[src/rtl/prio_queue_scheduler.sv]
// ---------------------------------------------------------------------------
// prio_queue_scheduler
//
// N-channel packet scheduler. Each channel owns a small shift FIFO (head at
// entry 0). Each cycle at most one packet is moved from the winning channel's
// head into a registered output stage that hands packets downstream over a
// valid/ready handshake.
//
// Channel selection: the eligible (non-empty) channel with the highest
// priority level wins. Ties go to the lowest index in latency mode (mode=0)
// and to the highest index in reliability mode (mode=1). The mode is
// registered from the rs/ls score comparison and applies one cycle later.
//
// Optional feature, macro SCHED_AGING_EN:
//   Each channel counts loads granted to other channels while it waits.
//   A channel whose count reaches AGE_LIM beats priority. Several aged
//   channels are separated by the normal mode tie rule (index only).
//   Without the macro the arbiter is strict priority.
//
// Ports
//   clk_i        clock, rising edge
//   rst_ni       asynchronous active-low reset
//   in_valid_i   per-channel push request
//   in_data_i    per-channel packet, channel c at [c*PW +: PW]
//   in_ready_o   per-channel space available (registered occupancy != DEPTH)
//   prio_i       per-channel priority level, larger = more urgent
//   rs_i, ls_i   reliability / latency scores
//   out_valid_o  output packet valid
//   out_data_o   output packet
//   out_ch_o     source channel of out_data_o
//   out_ready_i  downstream accept
//   occ_o        per-channel occupancy, channel c at [c*CW +: CW]
//   mode_o       0 = latency, 1 = reliability
// ---------------------------------------------------------------------------
// Output stage FSM
//   state    | meaning
//   ST_EMPTY | no packet held, out_valid_o = 0
//   ST_FULL  | packet held in out_data_o/out_ch_o, out_valid_o = 1
// ---------------------------------------------------------------------------
module prio_queue_scheduler #(
   parameter int  NCH     = 4,
   parameter int  DEPTH   = 6,
   parameter int  PW      = 3,
   parameter int  LW      = 3,
   parameter int  SW      = 8,
   parameter int  AGE_LIM = 8,
   localparam int CW      = $clog2(DEPTH + 1),
   localparam int CHW     = $clog2(NCH)
) (
   input  logic              clk_i,
   input  logic              rst_ni,
   input  logic [NCH-1:0]    in_valid_i,
   input  logic [NCH*PW-1:0] in_data_i,
   output logic [NCH-1:0]    in_ready_o,
   input  logic [NCH*LW-1:0] prio_i,
   input  logic [SW-1:0]     rs_i,
   input  logic [SW-1:0]     ls_i,
   output logic              out_valid_o,
   output logic [PW-1:0]     out_data_o,
   output logic [CHW-1:0]    out_ch_o,
   input  logic              out_ready_i,
   output logic [NCH*CW-1:0] occ_o,
   output logic              mode_o
);

   localparam logic [0:0] ST_EMPTY = 1'b0;
   localparam logic [0:0] ST_FULL  = 1'b1;

   if (NCH < 2 || DEPTH < 1 || AGE_LIM < 1) begin : g_param_check
      $error("prio_queue_scheduler: illegal parameter set");
   end

   logic [NCH-1:0][DEPTH-1:0][PW-1:0] mem_q, mem_d;
   logic [NCH-1:0][CW-1:0]            occ_q, occ_d;
   logic [NCH-1:0][CW-1:0]            wr_idx;
   logic [NCH-1:0]                    elig;
   logic [NCH-1:0]                    cand;
   logic [NCH-1:0]                    push;
   logic [NCH-1:0]                    pop;
   logic                              use_prio;

   logic                              mode_q, mode_d;
   logic [0:0]                        state_q, state_d;
   logic [PW-1:0]                     out_data_q, out_data_d;
   logic [CHW-1:0]                    out_ch_q, out_ch_d;

   logic [CHW-1:0]                    sel;
   logic                              sel_found;
   logic [LW-1:0]                     best_prio;
   logic                              load;

   // ------------------------------------------------------------------
   // Channel status, all from registered occupancy
   // ------------------------------------------------------------------
   always_comb begin
      elig       = '0;
      in_ready_o = '0;
      for (int c = 0; c < NCH; c++) begin
         elig[c]       = (occ_q[c] != '0);
         in_ready_o[c] = (occ_q[c] != CW'(DEPTH));
      end
   end

   // ------------------------------------------------------------------
   // Candidate set: aged channels pre-empt the priority arbitration
   // ------------------------------------------------------------------
`ifdef SCHED_AGING_EN
   localparam int AW = $clog2(AGE_LIM + 1);

   logic [NCH-1:0][AW-1:0] age_q, age_d;
   logic [NCH-1:0]         aged;

   always_comb begin
      aged = '0;
      for (int c = 0; c < NCH; c++) begin
         aged[c] = elig[c] && (age_q[c] == AW'(AGE_LIM));
      end
      use_prio = ~|aged;
      cand     = use_prio ? elig : aged;
   end

   // Counter clears on grant or when the channel drains; otherwise it
   // advances on every load that went elsewhere while this one waited.
   always_comb begin
      age_d = age_q;
      for (int c = 0; c < NCH; c++) begin
         if (pop[c] || (occ_d[c] == '0)) begin
            age_d[c] = '0;
         end else if (load && elig[c] && (age_q[c] != AW'(AGE_LIM))) begin
            age_d[c] = age_q[c] + AW'(1);
         end
      end
   end

   always_ff @(posedge clk_i or negedge rst_ni) begin
      if (!rst_ni) begin
         age_q <= '0;
      end else begin
         age_q <= age_d;
      end
   end
`else
   assign use_prio = 1'b1;
   assign cand     = elig;
`endif

   // ------------------------------------------------------------------
   // Arbiter. Scanning upward, a tie replaces the current winner only in
   // mode 1, which yields lowest index for mode 0 and highest for mode 1.
   // When aged channels are competing, priority is ignored and every
   // candidate counts as a tie.
   // ------------------------------------------------------------------
   always_comb begin
      sel       = '0;
      sel_found = 1'b0;
      best_prio = '0;
      for (int c = 0; c < NCH; c++) begin
         if (cand[c]) begin
            if (!sel_found
                || (use_prio && (prio_i[c*LW +: LW] > best_prio))
                || ((!use_prio || (prio_i[c*LW +: LW] == best_prio)) && mode_q)) begin
               sel       = CHW'(c);
               sel_found = 1'b1;
               best_prio = prio_i[c*LW +: LW];
            end
         end
      end
   end

   assign load = sel_found && ((state_q == ST_EMPTY) || out_ready_i);

   always_comb begin
      pop  = '0;
      push = '0;
      for (int c = 0; c < NCH; c++) begin
         pop[c]  = load && (sel == CHW'(c));
         push[c] = in_valid_i[c] && in_ready_o[c];
      end
   end

   // ------------------------------------------------------------------
   // Shift FIFOs. A pop shifts every entry down and zeroes the top slot;
   // a simultaneous push lands one slot lower so order is preserved.
   // ------------------------------------------------------------------
   always_comb begin
      mem_d  = mem_q;
      occ_d  = occ_q;
      wr_idx = '0;
      for (int c = 0; c < NCH; c++) begin
         wr_idx[c] = occ_q[c] - CW'(pop[c]);
         if (pop[c]) begin
            for (int e = 0; e < DEPTH - 1; e++) begin
               mem_d[c][e] = mem_q[c][e+1];
            end
            mem_d[c][DEPTH-1] = '0;
         end
         if (push[c]) begin
            for (int e = 0; e < DEPTH; e++) begin
               if (int'(wr_idx[c]) == e) begin
                  mem_d[c][e] = in_data_i[c*PW +: PW];
               end
            end
         end
         occ_d[c] = occ_q[c] + CW'(push[c]) - CW'(pop[c]);
      end
   end

   // ------------------------------------------------------------------
   // Output stage. A held packet is never replaced while stalled.
   // ------------------------------------------------------------------
   always_comb begin
      state_d    = state_q;
      out_data_d = out_data_q;
      out_ch_d   = out_ch_q;
      if (load) begin
         state_d    = ST_FULL;
         out_data_d = mem_q[sel][0];
         out_ch_d   = sel;
      end else if ((state_q == ST_FULL) && out_ready_i) begin
         state_d = ST_EMPTY;
      end
   end

   assign mode_d = (rs_i < ls_i) ? 1'b0 : 1'b1;

   always_ff @(posedge clk_i or negedge rst_ni) begin
      if (!rst_ni) begin
         mem_q      <= '0;
         occ_q      <= '0;
         mode_q     <= 1'b1;
         state_q    <= ST_EMPTY;
         out_data_q <= '0;
         out_ch_q   <= '0;
      end else begin
         mem_q      <= mem_d;
         occ_q      <= occ_d;
         mode_q     <= mode_d;
         state_q    <= state_d;
         out_data_q <= out_data_d;
         out_ch_q   <= out_ch_d;
      end
   end

   assign out_valid_o = (state_q == ST_FULL);
   assign out_data_o  = out_data_q;
   assign out_ch_o    = out_ch_q;
   assign occ_o       = occ_q;
   assign mode_o      = mode_q;

endmodule

[config.mk]
export PLATFORM = sky130hd
export DESIGN_NAME = prio_queue_scheduler
export DESIGN_NICKNAME = d
export VERILOG_FILES = /design/src/rtl/prio_queue_scheduler.sv
export SDC_FILE = /design/constraint.sdc
export NUM_CORES = 1
export LEC_CHECK = 0
export BUFFER_PORTS_ARGS = -buffer_cell sky130_fd_sc_hd__buf_4
export CORE_MARGIN = 10
export CORE_UTILIZATION = 50
export DETAILED_ROUTE_END_ITERATION = 7
export PLACE_DENSITY = 0.73
export SLEW_MARGIN = 10
export SYNTH_ARGS = -nofsm -noshare
export SYNTH_HDL_FRONTEND = slang
export SYNTH_SLANG_ARGS = --single-unit
[constraint.sdc]
create_clock -name clk_i -period 5.85 [get_ports clk_i]
set_clock_uncertainty 0.1 [all_clocks]
set_input_delay 1.17 -clock clk_i [delete_from_list [all_inputs] [get_ports clk_i]]
set_output_delay 1.17 -clock clk_i [all_outputs]
set_load 0.02 [all_outputs]
# After elaboration in Yosys (flattened, before gate mapping)
# Cells that the tools add are included.
classes:
  n_addsub: 12
  n_lt_le_gt_ge: 5
  eq_ne: 30
  mux: 55
  bitwise_logic: 1
  reduce_logical: 33
op_table:
  columns: ["op", "count"]
  rows:
  - ["$mux W18", 8]
  - ["$mux W3", 30]
  - ["$eq A3 B3 Y1 const B", 16]
  - ["$bmux W18 S2", 1]
  - ["$sub A3 B1 Y3", 8]
  - ["$logic_and A1 B1 Y1", 13]
  - ["$add A3 B1 Y3", 4]
  - ["$eq A3 B2 Y1 const B", 4]
  - ["$logic_not A3 Y1", 4]
  - ["$mux W1", 12]
  - ["$ne A3 B3 Y1 const B", 4]
  - ["$reduce_bool A3 Y1", 4]
  - ["$eq A3 B3 Y1", 3]
  - ["$gt A3 B3 Y1", 3]
  - ["$lt A8 B8 Y1", 1]
  - ["$mux W2", 4]
  - ["$logic_or A1 B1 Y1", 7]
  - ["$eq A2 B2 Y1 const B", 2]
  - ["$logic_not A1 Y1", 3]
  - ["$lt A2 B3 Y1 const B", 1]
  - ["$eq A2 B1 Y1 const B", 1]
  - ["$logic_not A2 Y1", 1]
  - ["$reduce_bool A2 Y1", 1]
  - ["$not A1 Y1", 1]
word_totals:
  ff_bits: 91
  in_bits: 47
  output_inout_bits: 23
  elab_cells: 168

# Logic depth before layout (Yosys ltp)
# Gate-level depths: netlist of the first run.
depth:
  depth_word: 23
  depth_mapped: 32
  depth_no_buf: 27

# Least setup slack after synthesis of the first run
# OpenSTA, ideal clock, no wires.
synth_path:
  kind: "input -> register"
  start: "input prio_i[0]"
  end: "register mem_q[60] in the netlist's numbering"
  setup_ns: 0.134
  arrival_ns: 6.234
  required_time_ns: 5.616
  setup_slack_ns: -0.618
  cell_stages: 26
  path_buffers: 3
  path_cell_list: "and2_1 ha_1 nor2b_1 o21ai_1 a21oi_2 buf_2 nand2_1 nand2_1 ha_1 nor2b_1 o21ai_0 a21o_2 buf_4 o31ai_1 ha_1 a21oi_1 o21a_1 nor2_1 o21ai_0 inv_1 ha_1 ha_1 or4b_2 clkbuf_1 nor2_1 a31oi_1"
synth_rtl:
  columns: ["element", "line_no", "text"]
  rows:
  - ["start: declaration", "55", "input logic [NCH*LW-1:0] prio_i,"]
  - ["end signal: assignment", "235", "mem_q <= mem_d;"]
  - ["end: declaration", "73", "logic [NCH-1:0][DEPTH-1:0][PW-1:0] mem_q, mem_d;"]

==> results of run 1 <==
cell usage in the layout, fill, tap and decap left out, drive strengths merged, types with 2 or more instances in the layout:
cell,synthesis,routed
a211oi,3,3
a21o,3,3
a21oi,26,26
a22o,4,4
a31oi,49,49
a41oi,9,9
and2,7,7
buf,26,110
bufinv,0,2
clkbuf,14,10
clkinv,0,2
dfrtp,90,90
fa,4,4
ha,32,32
inv,45,47
nand2,47,47
nand2b,8,8
nand3,22,22
nand3b,5,5
nand4,33,33
nand4b,3,3
nor2,82,82
nor2b,12,12
nor3,7,7
nor3b,3,3
o21a,2,2
o21ai,53,53
o31a,12,12
o31ai,35,35
or2,5,5
or3,8,8
or4b,2,2
xnor2,7,7
xor2,4,4
cells by family (layout without fill, tap and decap cells):
group	count (synthesis)	after routing	synth area share, %
XOR/XNOR	11	11	1.66
buffers and inverters	85	171	6.82
AO/OA/AOI/OAI	199	199	22.5
flip-flops	91	91	39.2
AND/OR/NAND/NOR	247	247	21.6
adder cells (fa/ha/maj)	36	36	8.26
worst max-delay path, cell delays in order:
cell      delay [ps]
buf_4            120
and2_4           140
ha_4             230
nor2b_4          130
o21ai_4           70
a21o_4           240
and2_1           190
nor2_1           110
ha_1             270
nand2_1          100
o21ai_2           80
a21o_2           260
nand2b_1          90
o31ai_2           60
ha_1             350
nand2_1           90
o21a_2           240
o21ai_4          150
nor3_2            70
buf_4            150
ha_1             180
ha_1             200
or2_2            280
o21ai_0           90
buf_4            160
nand4b_1         240
nor2_1           170
a31oi_1           60
power by group:
| group | total [mW] | internal (mW) | leakage [nW] | switching (mW) |
|---|---|---|---|---|
| clock | 0.633 | 0.376 | 0.157 | 0.256 |
| combinational | 3.05 | 1.22 | 1.87 | 1.83 |
| sequential | 1.20 | 0.968 | 1.11 | 0.228 |
| total | 4.88 | 2.57 | 3.14 | 2.31 |
repair_timing:
item                       CTS  global route
hold endpoints to repair     0             0
resized for setup            0            10
buffers inserted             0             4
setup endpoints to repair    0            72
worst max path at each step:
stage | from | to | slack (ps)
2_1_floorplan | prio_i[2] | mem_q[8] | -20
3_3_place_gp | prio_i[0] | mem_q[30] | 10
3_5_place_dp | prio_i[0] | mem_q[31] | -220
4_1_cts | prio_i[0] | mem_q[32] | 100
5_1_grt | prio_i[0] | mem_q[24] | 5
6_report | prio_i[0] | mem_q[26] | 270
cell usage after synthesis, types with 8 or more instances:
cell	number
a31oi_1	48
a41oi_1	8
buf_2	12
clkbuf_1	12
a21oi_1	25
nand3_1	22
nor2_1	82
nand2_1	46
o31a_1	12
nand2b_1	8
inv_1	45
dfrtp_1	90
o31ai_1	35
ha_1	32
nor2b_1	12
o21ai_0	50
nand4_1	33
metal layers:
layer	global-route usage [%]	vias to the layer above	wire length, µm	share of wire [%]
met5	0	-	0	0
met4	8.21	0	336	2.1
met3	4.09	22	825	5.3
met2	32.0	152	7780	50
met1	23.9	2601	6750	43
li1	-	2595	-	-
state kept, by name, summed over array words and instances (netlist names):
signal / cells
mem_q: 72
occ_o: 12
out_data_o: 3
out_ch_o: 2
mode_o: 1
out_valid_o: 1
final cells by class:
class                           count  area, µm²  area share, %
Timing Repair Buffer              110        842           11.7
Multi-Input combinational cell    493       3380           47.2
Sequential cell                    91       2280           31.8
Clock inverter                      6       87.6           1.22
Clock buffer                       10        229           3.19
Tap cell                          143        179           2.50
Inverter                           45        169           2.36
==> run_results.csv, run 1 <==
group,metric,value,unit
status,status,"completed",
placed_design,place_area,6780,µm²
worst_setup_path,required,5970,ps
global_routing,grt_overflow,0,
cts,clock_latency,350,ps
finish,fin_area,7170,µm²
detailed_routing,drt_first_pass_iters,5,
timing,finalHoldViolations,0,
synth,yosysTopAreaCellShare,38.7,%
detailed_routing,vias,5370,
worst_setup_path,reg2reg_depth,28,
cts,cts_tree,"done",
cts,h-tree-depth,3,
placed_design,place_ws,-222,ps
synth,syn_area,5820,µm²
timing,report.final.slew_viol_count,0,
timing,finalSetupTns,0,ps
cts,clk_pin_slew,60,ps
finish,nets,833,
worst_setup_path,start_kind,"input port",
floorplan,fp.coreArea,11400,µm²
floorplan,initial_core_util,50.9,%
global_routing,track_usage,19.4,%
finish,postLayoutCoreUtil,62.8,%
worst_setup_path,critPathCaptureType,"flip-flop",
timing,fin_crit,5580,ps
cts,cts-buffers-inserted,9,
detailed_routing,antenna_left,0,
global_routing,grt_pass1_vias,5407,
synth,avgSynthCellArea,8.69,µm²
placed_design,dp_cells,878,
worst_setup_path,cp_max_fo,6,
finish,diodes,0,
cts,numClockSinks,91,
finish,drive_gt1_share,24.2,%
detailed_routing,wirelength,15700,µm
worst_setup_path,rr_startpoint,"occ_o[2]",
detailed_routing,viasPerCell,5.98,
synth,synth_top_flop_cell,"dfrtp_1",
power_and_ir_drop,power_density,681,nW/µm²
timing,rsz0062_at_grt,"no",
placed_design,portBuffers,69,
detailed_routing,wl_per_cell,17.5,µm
hold_path,hold_depth,2,
cts,ctsRootBufferMaster,"clkbuf_16",
synth,synth_top_area_cell,"dfrtp_1",
placed_design,dp_hpwl,11200,µm
floorplan,io_pins,70,
global_routing,grt_max_degree,49,
timing,worst_slack,266,ps
timing,hold_slack,436,ps
timing,tightestPinTransition,1210,ps
hold_path,hp-start,"mem_q[1]",
floorplan,die_w,128,µm
worst_setup_path,regToRegSetupSlack,370,ps
timing,setup_violations,0,
hold_path,hold_class,"reg -> reg",
timing,clock.fmax,179,MHz
placed_design,gp_congestion,0.888,
cts,hold_buffers,0,
hold_path,holdPathEnd,"mem_q[1]",
synth,ys_ff_latch,91,
synth,ys_warn_count,0,
worst_setup_path,r2r-end,"mem_q[26]",
timing,relSlewSlack,19.4,%
job,drv_cap,0,
worst_setup_path,critical_path_class,"in -> reg",
finish,areaGrowthSynthToFinish,23.2,%
synth,async_flop_share,100,%
floorplan,die-area,16300,µm²
synth,syn_nets,752,
finish,fillers,959,
detailed_routing,route.detailed.drc,0,
synth,synth_cell_types,53,
finish,fin_cells,898,
synth,synth_edf_count,0,
power_and_ir_drop,finalPower,4.88,mW
timing,period_share,95.4,%
synth,synth_cells,669,
synth,ys_seq_area_share,39.2,%
global_routing,antenna_found_initial,0,
synth,synthTopCellsByArea,"dfrtp_1 (39%), ha_1 (6.9%), nor2_1 (5.3%)",
floorplan,num_rows,39,
global_routing,grt_pass1_wl,26300,µm
floorplan,die_y,128,µm
worst_setup_path,cp.arrival,5700,ps
power_and_ir_drop,peakVddDrop,0.388,mV
cts,cts_buffer_depth,2,
power_and_ir_drop,leakage,3.14,nW
detailed_routing,drt-initial-drc-count,566,
Power figures use the tool's default switching activity.
==> inputs of run 2 (changes only) <==
--- a/config.mk
+++ b/config.mk
@@ -5,11 +5,12 @@
 export SDC_FILE = /design/constraint.sdc
 export NUM_CORES = 1
 export LEC_CHECK = 0
-export BUFFER_PORTS_ARGS = -buffer_cell sky130_fd_sc_hd__buf_4
+export ABC_AREA = 1
 export CORE_MARGIN = 10
 export CORE_UTILIZATION = 50
 export DETAILED_ROUTE_END_ITERATION = 7
-export PLACE_DENSITY = 0.73
+export DONT_BUFFER_PORTS = 1
+export PLACE_DENSITY = 0.68
 export SLEW_MARGIN = 10
 export SYNTH_ARGS = -nofsm -noshare
 export SYNTH_HDL_FRONTEND = slang
==> run 2 against run 1 <==
Utilization fell by 7.8 points; final cell count fell by 3.7%; critical path depth rose by 7; hold slack got worse by 65 ps; register-to-register slack improved by 130 ps; setup slack improved by 240 ps; clock-buffer cell count rose by 2; design area fell by 17%; routed wire length fell by 22%; synthesized area fell by 5.3%; die area fell by 4.5%.
==> run_results.csv, run 2 <==
group,metric,value,unit
global_routing,grt_pass1_vias,4406,
detailed_routing,drt-initial-drc-count,299,
cts,cts_tree,"done",
cts,ctsRootBufferMaster,"clkbuf_8",
detailed_routing,wl_per_cell,14.1,µm
synth,ys_seq_area_share,41.4,%
finish,largest_reg_flops,72,
synth,syn_area,5510,µm²
finish,fin_cells,865,
timing,report.final.slew_viol_count,0,
worst_setup_path,regToRegSetupSlack,500,ps
synth,synth_edf_count,0,
placed_design,dp_cells,847,
worst_setup_path,cp_max_fo,14,
synth,ys_warn_count,0,
global_routing,grt_pass1_wl,20800,µm
placed_design,portBuffers,0,
synth,async_flop_share,100,%
timing,period_share,91.4,%
synth,ys_ff_latch,91,
worst_setup_path,critPathCaptureType,"flip-flop",
floorplan,io_pins,70,
worst_setup_path,r2r-end,"mem_q[40]",
hold_path,hold_class,"in -> async",
timing,finalHoldViolations,0,
detailed_routing,wirelength,12200,µm
timing,setup_violations,0,
detailed_routing,drt_first_pass_iters,4,
global_routing,antenna_found_initial,0,
global_routing,track_usage,15.8,%
placed_design,gp_congestion,0.860,
timing,worst_slack,502,ps
worst_setup_path,reg2reg_depth,36,
floorplan,fp.coreArea,10800,µm²
timing,tightestPinTransition,531,ps
detailed_routing,antenna_left,0,
detailed_routing,vias,4491,
synth,synth_top_flop_cell,"dfrtp_1",
worst_setup_path,critical_path_class,"in -> reg",
cts,numClockSinks,91,
timing,rsz0062_at_grt,"no",
worst_setup_path,cpPeakStageDelay,300,ps
cts,cts_buffer_depth,2,
placed_design,place_ws,-79.8,ps
finish,areaGrowthSynthToFinish,7.75,%
timing,fin_crit,5350,ps
synth,yosysTopAreaCellShare,40.9,%
synth,synth_cells,713,
floorplan,num_rows,38,
placed_design,dp_hpwl,9190,µm
cts,clk_pin_slew,90,ps
synth,synth_top_area_cell,"dfrtp_1",
synth,yosysMostFrequentCell,"nand2_1",
global_routing,grt_max_degree,92,
floorplan,die_y,125,µm
floorplan,die-area,15600,µm²
timing,relSlewSlack,64.3,%
floorplan,initial_core_util,51.0,%
detailed_routing,route.detailed.drc,0,
status,status,"completed",
finish,fillers,1017,
floorplan,die_w,125,µm
worst_setup_path,required,6060,ps
finish,drive_gt1_share,8.14,%
finish,largest_register,"mem_q",
worst_setup_path,start_kind,"input port",
finish,final_cell_mix,"nand2_1 (214), inv_1 (116), dfrtp_1 (88)",
synth,netlist_top_cells_count,"nand2_1 (214), inv_1 (116), dfrtp_1 (90)",
cts,cts-buffers-inserted,9,
global_routing,grt_overflow,0,
finish,diodes,0,
worst_setup_path,cp_common_cell,"nand2_1",
detailed_routing,viasPerCell,5.19,
synth,avgSynthCellArea,7.72,µm²
cts,clock_latency,380,ps
synth,synthTopCellsByArea,"dfrtp_1 (41%), nand2_1 (15%), inv_1 (7.9%)",
finish,nets,803,
worst_setup_path,slowest_stage,"ha_1",
finish,layout_commonest_cell,"nand2_1",
cts,hold_buffers,0,
timing,clock.fmax,187,MHz
worst_setup_path,cp.arrival,5560,ps
cts,h-tree-depth,3,
job,drv_cap,0,
synth,synth_cell_types,35,
worst_setup_path,rr_startpoint,"occ_o[2]",
synth,syn_nets,796,
## run 2: worst max-delay path, delay by kind of cell
family,cells,cell delay [ps]
xor gates and xnor gates,1,160
and+or+nand+nor,20,2110
AOI/OAI and AO/OA,5,540
buffers and inverters,4,410
adders and majority gates,5,1160
## run 2: what timing repair did
item / 4_1_cts / 5_1_grt
setup endpoints to repair: 0 / 49
setup buffers: 0 / 2
resized for setup: 0 / 14
## run 2: cell type report
type | count | area [µm²] | share of cell area (%)
repair buffers | 9 | 71.3 | 1.20
well taps | 140 | 175 | 2.95
clock buffers | 12 | 165 | 2.78
flip-flops and latches | 91 | 2280 | 38.4
multi-input cells | 489 | 2690 | 45.3
clock inverters | 4 | 95.1 | 1.60
inverters | 120 | 455 | 7.68
## run 2: logic make-up after synthesis
kind of cell | after synthesis | share of synthesized area, %
adder cells (fa/ha/maj) | 36 | 8.73
flip-flops | 91 | 41.4
AND/OR/NAND/NOR | 356 | 29.3
AO/OA/AOI/OAI | 86 | 8.61
XOR/XNOR | 11 | 1.75
buffers and inverters | 133 | 10.2
## run 2: worst max-delay path by stage
stage | start | end | slack, ps | depth (start not counted)
2_1_floorplan | prio_i[2] | mem_q[36] | 350 | 34
3_3_place_gp | prio_i[2] | mem_q[37] | 50 | 32
3_5_place_dp | prio_i[0] | mem_q[36] | -80 | 32
4_1_cts | occ_o[2] | mem_q[36] | 220 | 35
5_1_grt | occ_o[2] | mem_q[39] | 1 | 38
6_report | prio_i[0] | mem_q[40] | 500 | 35
## run 2: per-layer routing
metal	vias to the layer above	GRT usage, %	share of wire (%)
li1	2282	-	-
met1	2100	19.2	44
met2	88	25.2	48
met3	21	4.39	5.4
met4	0	7.79	3.0
met5	-	0	0
## run 2: metrics by stage
step	hold slack [ps]	TNS (ps)	instance area, µm²	util [%]
5_1_grt	349	0	5930	55.0
6_report	370	0	5930	55.0
4_1_cts	353	0	5880	54.5
3_5_place_dp	401	-680	5620	52.1
3_3_place_gp	393	0	5620	52.1
2_1_floorplan	378	0	5510	-
Power of run 2 is not shown: default switching activity piles up to over one toggle a cycle in this logic, so the estimate is an artifact.
==> inputs of run 3 (changes only) <==
--- a/config.mk
+++ b/config.mk
@@ -10,7 +10,7 @@
 export CORE_UTILIZATION = 50
 export DETAILED_ROUTE_END_ITERATION = 7
 export DONT_BUFFER_PORTS = 1
-export PLACE_DENSITY = 0.68
+export PLACE_DENSITY = 0.67
 export SLEW_MARGIN = 10
 export SYNTH_ARGS = -nofsm -noshare
 export SYNTH_HDL_FRONTEND = slang
==> run 3 against run 2 <==
Via count is 0.47% lower; first-iteration DRC count is 21% lower; final cell count is 0.58% higher; critical path type unchanged; flip-flop and latch count stayed put; design area is 0.49% lower.
==> run_results.csv, run 3 (synthesized netlist as in run 2, its figures left out) <==
group,metric,value,unit
detailed_routing,vias,4470,
finish,diodes,0,
floorplan,io_pins,70,
cts,cts-buffers-inserted,9,
floorplan,die_y,125,µm
placed_design,dp_hpwl,9370,µm
global_routing,grt_pass1_wl,20300,µm
cts,cts_tree,"done",
timing,fin_crit,5350,ps
finish,fillers,1012,
global_routing,grt_max_degree,92,
timing,setup_violations,0,
placed_design,portBuffers,0,
timing,finalHoldViolations,0,
floorplan,num_rows,38,
job,drv_cap,0,
placed_design,dp_cells,849,
floorplan,fp.coreArea,10800,µm²
timing,relSlewSlack,65.8,%
global_routing,track_usage,15.5,%
finish,areaGrowthSynthToFinish,7.23,%
floorplan,initial_core_util,51.0,%
cts,clk_pin_slew,90,ps
hold_path,hold_class,"in -> async",
worst_setup_path,cp.arrival,5510,ps
finish,final_cell_mix,"nand2_1 (214), inv_1 (116), dfrtp_1 (88)",
worst_setup_path,start_kind,"input port",
detailed_routing,wirelength,12300,µm
cts,clock_latency,390,ps
worst_setup_path,slowest_stage,"ha_1",
detailed_routing,drt-initial-drc-count,236,
detailed_routing,antenna_left,0,
timing,report.final.slew_viol_count,0,
worst_setup_path,required,6020,ps
cts,ctsRootBufferMaster,"clkbuf_8",
worst_setup_path,cp_common_cell,"nand2_1",
timing,hold_slack,377,ps
detailed_routing,viasPerCell,5.14,
floorplan,die-area,15600,µm²
cts,numClockSinks,91,
global_routing,antenna_found_initial,0,
finish,nets,809,
detailed_routing,wl_per_cell,14.1,µm
timing,tightestPinTransition,509,ps
finish,drive_gt1_share,8.63,%
cts,h-tree-depth,3,
timing,rsz0062_at_grt,"no",
worst_setup_path,critPathCaptureType,"flip-flop",
finish,layout_commonest_cell,"nand2_1",
worst_setup_path,cp_max_fo,9,
worst_setup_path,critical_path_class,"in -> reg",
floorplan,die_w,125,µm
timing,clock.fmax,187,MHz
timing,finalSetupTns,0,ps
status,status,"completed",
finish,largest_reg_flops,72,
global_routing,grt_pass1_vias,4270,
worst_setup_path,cpPeakStageDelay,300,ps
global_routing,grt_overflow,0,
finish,fin_cells,870,
timing,period_share,91.4,%
finish,largest_register,"mem_q",
detailed_routing,drt_first_pass_iters,4,
placed_design,gp_congestion,0.817,
cts,cts_buffer_depth,2,
detailed_routing,route.detailed.drc,0,
==> run 3: worst max-delay path: cells and delay by family <==
kind                       cells  cell delay [ps]
xor gates and xnor gates       1              130
buffers and inverters          3              240
adders and majority gates      5             1140
AOI/OAI and AO/OA              5              590
and+or+nand+nor               21             2280
==> run 3: path summary, 6_finish.rpt <==
check | from | end | slack (ps) | depth (start not counted)
min | rst_ni | mem_q[7] | 380 | 0
max | prio_i[0] | mem_q[0] | 500 | 35
max reg2reg | occ_o[2] | mem_q[0] | 520 | 36
min in group clk_i | mem_q[16] | mem_q[16] | 420 | 2
min reg2reg | mem_q[16] | mem_q[16] | 420 | 2
max in group asynchronous | rst_ni | mode_o | 5060 | 0
==> run 3: routing by layer <==
layer / wire length, µm / share of wire (%) / GRT usage [%]
met3: 728 / 5.9 / 4.99
met5: 0 / 0 / 0
met1: 5270 / 43 / 17.9
met4: 303 / 2.5 / 7.45
met2: 5980 / 49 / 25.6
==> run 3: per-stage QoR <==
stage	utilization, %	cell area (µm²)	setup slack, ps
2_1_floorplan	-	5510	347
3_3_place_gp	52.2	5640	242
3_5_place_dp	52.2	5640	36.9
4_1_cts	54.1	5840	328
5_1_grt	54.7	5900	6.23
6_report	54.7	5900	504
==> run 3: what timing repair did <==
item	in CTS	in global routing
gates resized for setup	0	8
hold buffers	0	0
setup endpoints to repair	0	48
setup buffers	0	6
==> run 3: layout make-up <==
type / count / area, µm² / area share, %
flip-flops and latches: 91 / 2280 / 38.6
repair buffers: 15 / 113 / 1.91
clock inverters: 5 / 62.6 / 1.06
multi-input cells: 489 / 2680 / 45.4
clock buffers: 10 / 138 / 2.33
inverters: 120 / 453 / 7.67
well taps: 140 / 175 / 2.97
Power of run 3 is left out for the same reason.
